--- config.mk ---
export PLATFORM = sky130hd
export DESIGN_NAME = png_quarantine_fifo
export DESIGN_NICKNAME = d
export VERILOG_FILES = /design/src/rtl/png_quarantine_fifo.sv
export SDC_FILE = /design/constraint.sdc
export NUM_CORES = 2
export LEC_CHECK = 0
export CELL_PAD_IN_SITES_DETAIL_PLACEMENT = 0
export CELL_PAD_IN_SITES_GLOBAL_PLACEMENT = 1
export CORE_UTILIZATION = 28
export DETAILED_ROUTE_END_ITERATION = 8
export MAX_ROUTING_LAYER = met4
export PLACE_DENSITY = 0.52
export SETUP_SLACK_MARGIN = 0.15
export SLEW_MARGIN = 20
export SYNTH_ARGS = -nofsm -noshare
export SYNTH_HDL_FRONTEND = slang
export SYNTH_SLANG_ARGS = --single-unit
--- constraint.sdc ---
create_clock -name clk -period 65.7 [get_ports clk]
set_input_delay 9.855 -clock clk [delete_from_list [all_inputs] [get_ports clk]]
set_output_delay 9.855 -clock clk [all_outputs]
set_load 0.005 [all_outputs]
--- src/rtl/png_quarantine_fifo.sv ---
// Quarantine FIFO for PNG-flagged records; presents them to the FTP-side buffer (optional stats: PNG_QFIFO_STATS_EN).
// Latency: push visible one cycle later (first-word fall-through); pops sustain one record per cycle.
// Backpressure: out_ready stalls the head only; the classifier is never stalled, overflowing records are dropped.
module png_quarantine_fifo #(
    parameter int          DATA_WIDTH    = 256,
    parameter int          PAYLOAD_WIDTH = DATA_WIDTH*3-432,
    parameter int          DEPTH         = 8,
    parameter logic [15:0] FTP_PORT      = 16'd21
) (
    input  logic                       clk,
    input  logic                       rst,
    input  logic                       in_valid,
    input  logic                       in_decision,
    input  logic [PAYLOAD_WIDTH-1:0]   in_data,
    input  logic [31:0]                in_ip,
    output logic                       out_valid,
    input  logic                       out_ready,
    output logic [PAYLOAD_WIDTH-1:0]   out_data,
    output logic [31:0]                out_ip,
    output logic [15:0]                out_port,
    output logic [$clog2(DEPTH):0]     count,
    output logic                       full,
    output logic                       empty,
    output logic [15:0]                drop_count,
    output logic [15:0]                accept_count
);
    localparam int AW = $clog2(DEPTH);
    localparam int CW = AW + 1;
    localparam logic [CW-1:0] DEPTH_C = CW'(DEPTH);

    typedef struct packed {
        logic [31:0]              ip;
        logic [PAYLOAD_WIDTH-1:0] dat;
    } rec_t;

    rec_t          mem [DEPTH];
    rec_t          head;
    logic [AW-1:0] wr_ptr;
    logic [AW-1:0] rd_ptr;
    logic [CW-1:0] count_q;
    logic          flagged;
    logic          push;
    logic          pop;

    assign empty     = (count_q == '0);
    assign full      = (count_q == DEPTH_C);
    assign count     = count_q;
    assign out_valid = !empty;

    assign flagged = in_valid & in_decision;
    assign pop     = out_valid & out_ready;
    // A pop frees the slot this same edge, so a full FIFO can still take a record.
    assign push    = flagged & (!full | pop);

    assign head     = mem[rd_ptr];
    assign out_data = out_valid ? head.dat : '0;
    assign out_ip   = out_valid ? head.ip  : 32'd0;
    assign out_port = out_valid ? FTP_PORT : 16'd0;

    // Storage is not reset; stale entries are hidden by the empty mask.
    always_ff @(posedge clk) begin
        if (push && !rst) begin
            mem[wr_ptr] <= '{ip: in_ip, dat: in_data};
        end
    end

    always_ff @(posedge clk) begin
        if (rst) begin
            wr_ptr  <= '0;
            rd_ptr  <= '0;
            count_q <= '0;
        end else begin
            if (push) wr_ptr <= wr_ptr + AW'(1);
            if (pop)  rd_ptr <= rd_ptr + AW'(1);
            case ({push, pop})
                2'b10:   count_q <= count_q + CW'(1);
                2'b01:   count_q <= count_q - CW'(1);
                default: count_q <= count_q;
            endcase
        end
    end

`ifdef PNG_QFIFO_STATS_EN
    logic [15:0] drop_q;
    logic [15:0] accept_q;
    logic        drop;

    assign drop = flagged & full & !pop;

    always_ff @(posedge clk) begin
        if (rst) begin
            drop_q   <= 16'd0;
            accept_q <= 16'd0;
        end else begin
            if (drop && drop_q != 16'hFFFF)   drop_q   <= drop_q + 16'd1;
            if (push && accept_q != 16'hFFFF) accept_q <= accept_q + 16'd1;
        end
    end

    assign drop_count   = drop_q;
    assign accept_count = accept_q;
`else
    assign drop_count   = 16'd0;
    assign accept_count = 16'd0;
`endif

endmodule

==> results.md <==
- **post-place instance area** 126000 um2
- **sort of element at the end of the critical path** primary output
- **cell accounting for the most synthesized area** edfxtp_1
- **number of buffers inserted to repair setup after CTS** 0
- **top cells by instance count after synthesis** edfxtp_1, mux4_2, nor2_1
- **slew at the pin closest to its max-slew limit** 1.10 ns
- **HPWL Detailed** 166000 um
- **endpoint required time on the critical path** 55.85 ns
- **Synth top area share** 78.6%
- **Logic pwr share** 21.3%
- **Setup Skew** 0.0409 ns
- **register share of total power** 42.2%
- **crit path time final** 17.29 ns
- **fin crit share** 26.3%
- **Cells after Synth** 4815
- **startpoint of the most critical hold path** rd_ptr[1]
- **ports placed on the boundary** 796
- **Min-Delay Path Depth** 2
- **Total Nets Final** 6141
- **fraction of registers with async set or reset after synthesis** 0%
- **fin. max-slew vios** 0
- **# port buffers** 750
- **gp weighted congestion** 0.728
- **internal power summed over all cells** 3.68 mW
- **Die X-Extent** 636 um
- **total global routing track utilization** 14.6%
- **maximum count of clock buffers along a single path** 4
- **total grt overflow** 0
- **sum of negative setup slack** 0 ns
- **TritonCTS clock tree** yes
- **setup repair after global routing missed its margin** false
- **total iterations of the first detailed-routing run** 5
- **Num CTS Buffers** 336
- **floorplan die area** 404000 um2
- **final cell count without fillers** 11300
- **number of global-route vias before repair** 55800
- **Critical Setup Path Class** reg2out
- **Seq cells post-synth** 2957
- **largest net degree at the start of global routing** 134
- **Final Hold Viols** 0
- **Warnings, synthesis** 0
- **post-cts hold buffer count** 0
- **worst hold margin** 0.480 ns
- **Sw Ratio** 26.1%
- **Switch Pwr** 1.30 mW
- **type of element launching the critical path** register
- **clk_lat worst skew** 0.89 ns
- **post_cts resized** 0
- **r2r setup slk** 60.62 ns
- **Die Span Y** 636 um
- **Layout Area Growth over Synthesis** 21.8%
- **global-route wire length before repair** 418000 um
- **Crit path arrival time** 7.44 ns
- **total wire length after detailed routing** 292000 um
- **final cell utilization of the core** 34.3%
- **Unique masters post-synth** 42
- **R2R cell count** 8
- **clock network power share** 36.4%
- **number of setup violations in the final report** 0
- **Via-to-Cell Ratio** 4.58
- **fraction of final layout cells sized beyond drive strength 1** 22.0%
- **total instance count after detailed placement** 10700
- **Setup WS post-layout** 48.41 ns
- **Main synth FF type** edfxtp_1
- **number of core rows** 232
- **total via count after detailed routing** 52000
- **number of flops mapped to enable cells by yosys** 2944
- **max-slew headroom at the worst pin** 26.7%
- **detail-routed net length per standard cell** 25.8 um
- **register clock-pin slew on the reported worst setup and hold paths** 0.06 ns
- **H-tree level count** 5
- **number of DRC violations after detailed-routing iteration 0** 3726
- **Filler cells** 37300
- **initial core utilization** 28.2%
- **library cell used as clock root buffer** clkbuf_16
- **worst min path class** reg2reg
- **worst voltage drop across the vdd grid** 0.0000365 V
- **area used by sequential logic in the layout** 88700 um2
- **run status** completed
- **DRC violation count after routing** 0
- **combined area of the multi-input logic cells** 22400 um2
- **Worst Path Max Fanout** 63
- **Reg-to-Reg Start** count[3]
- **Tot Pwr** 4.99 mW
- **Max Freq** 57.8 MHz
- **clock net sink count** 2957
- **core box area** 399000 um2
- **count leader, synth** edfxtp_1
- **post-route cell area** 137000 um2
- **count of maximum capacitance violations** 0
- **cell area after synthesis** 112000 um2
- **part of the Yosys area used for sequential elements** 78.9%
- **number of nets still failing antenna checks after routing** 0
- **static leakage power** 41.0 nW
- **total power per unit cell area** 36.4 nW/um2
- **end of the worst register-to-register path** mem[1][254]
- **antenna violations before repair** 94
- **top cells by area in the synthesized netlist** edfxtp_1, mux4_2, mux2i_1
- **post-synthesis average cell area** 23.4 um2
- **worst setup slack before clock tree synthesis** 49.17 ns
[per-layer routing]
metal / up-vias / share of wire, % / GRT usage [%]
met1: 28200 / 41 / 17.4
met4: 0 / 2.3 / 3.44
li1: 22100 / - / -
met3: 444 / 6.0 / 3.47
met5: - / 0 / -
met2: 1232 / 51 / 24.9
[logic make-up after synthesis]
kind of cell	Yosys count	synth area share (%)
AOI/OAI and AO/OA	21	0.135
xor gates and xnor gates	6	0.0467
adders and majority gates	5	0.0623
buffers and inverters	305	1.43
DFF	2957	78.9
muxes	1105	18.0
other	1	0.00333
and+or+nand+nor	415	1.45
[critical path: stages, from the launching register on]
cell and delay, ns:
dfxtp_4 0.89, buf_4 0.73, buf_4 0.89, buf_4 0.90, buf_4 0.68, buf_4 0.82
mux4_2 0.37, mux2i_1 0.09, nor2_1 0.28, clkdlybuf4s50_1 0.56
[sequential cells by signal, indices dropped and copies added (netlist names), named ones only]
register,flops
mem,2944
rd_ptr,3
count,4
wr_ptr,3
[cells in the final DEF, fill, tap and decap left out, types with 5 or more instances in the layout]
master,n
buf_12,8
nor2_1,378
mux4_2,736
clkbuf_1,66
a21oi_1,6
buf_4,107
clkinvlp_4,7
clkinv_2,57
clkinv_1,82
nand3_1,6
diode_2,49
bufinv_16,27
edfxtp_1,2944
clkbuf_16,339
nand2_1,9
conb_1,45
inv_6,9
inv_16,7
xor2_1,5
mux2i_1,369
dfxtp_1,10
clkdlybuf4s50_1,750
clkinv_16,7
[how the worst max path moves through the flow]
stage / startpoint / to / slack (ns) / cells past startpoint
after global routing: register / out_data[16] / 47.96 / 9
after detailed placement: register / out_data[16] / 49.17 / 9
after CTS: register / out_data[16] / 48.12 / 9
final: register / out_data[104] / 48.41 / 9
after global placement: register / out_data[16] / 49.19 / 9
after floorplan: in_valid / mem[0][0] / 15.83 / 4
[final cells by class]
cell class	count	area share [%]
clock buffers	406	6.38
inverters	5	0.0256
clock inverters	200	1.42
diodes	49	0.0895
repair buffers	866	6.20
well taps	5265	4.81
multi-input cells	1597	16.3
flip-flops and latches	2957	64.7
[power by group through the flow]
stage,Clock (mW),Sequential (mW),Combinational [mW]
2_1_floorplan,0,2.15,0.575
3_3_place_gp,0,2.15,1.10
3_5_place_dp,0,2.15,1.10
4_1_cts,1.87,2.11,1.10
5_1_grt,1.93,2.11,1.15
6_report,1.82,2.11,1.06
No activity file was read; power rests on OpenSTA's default activity.
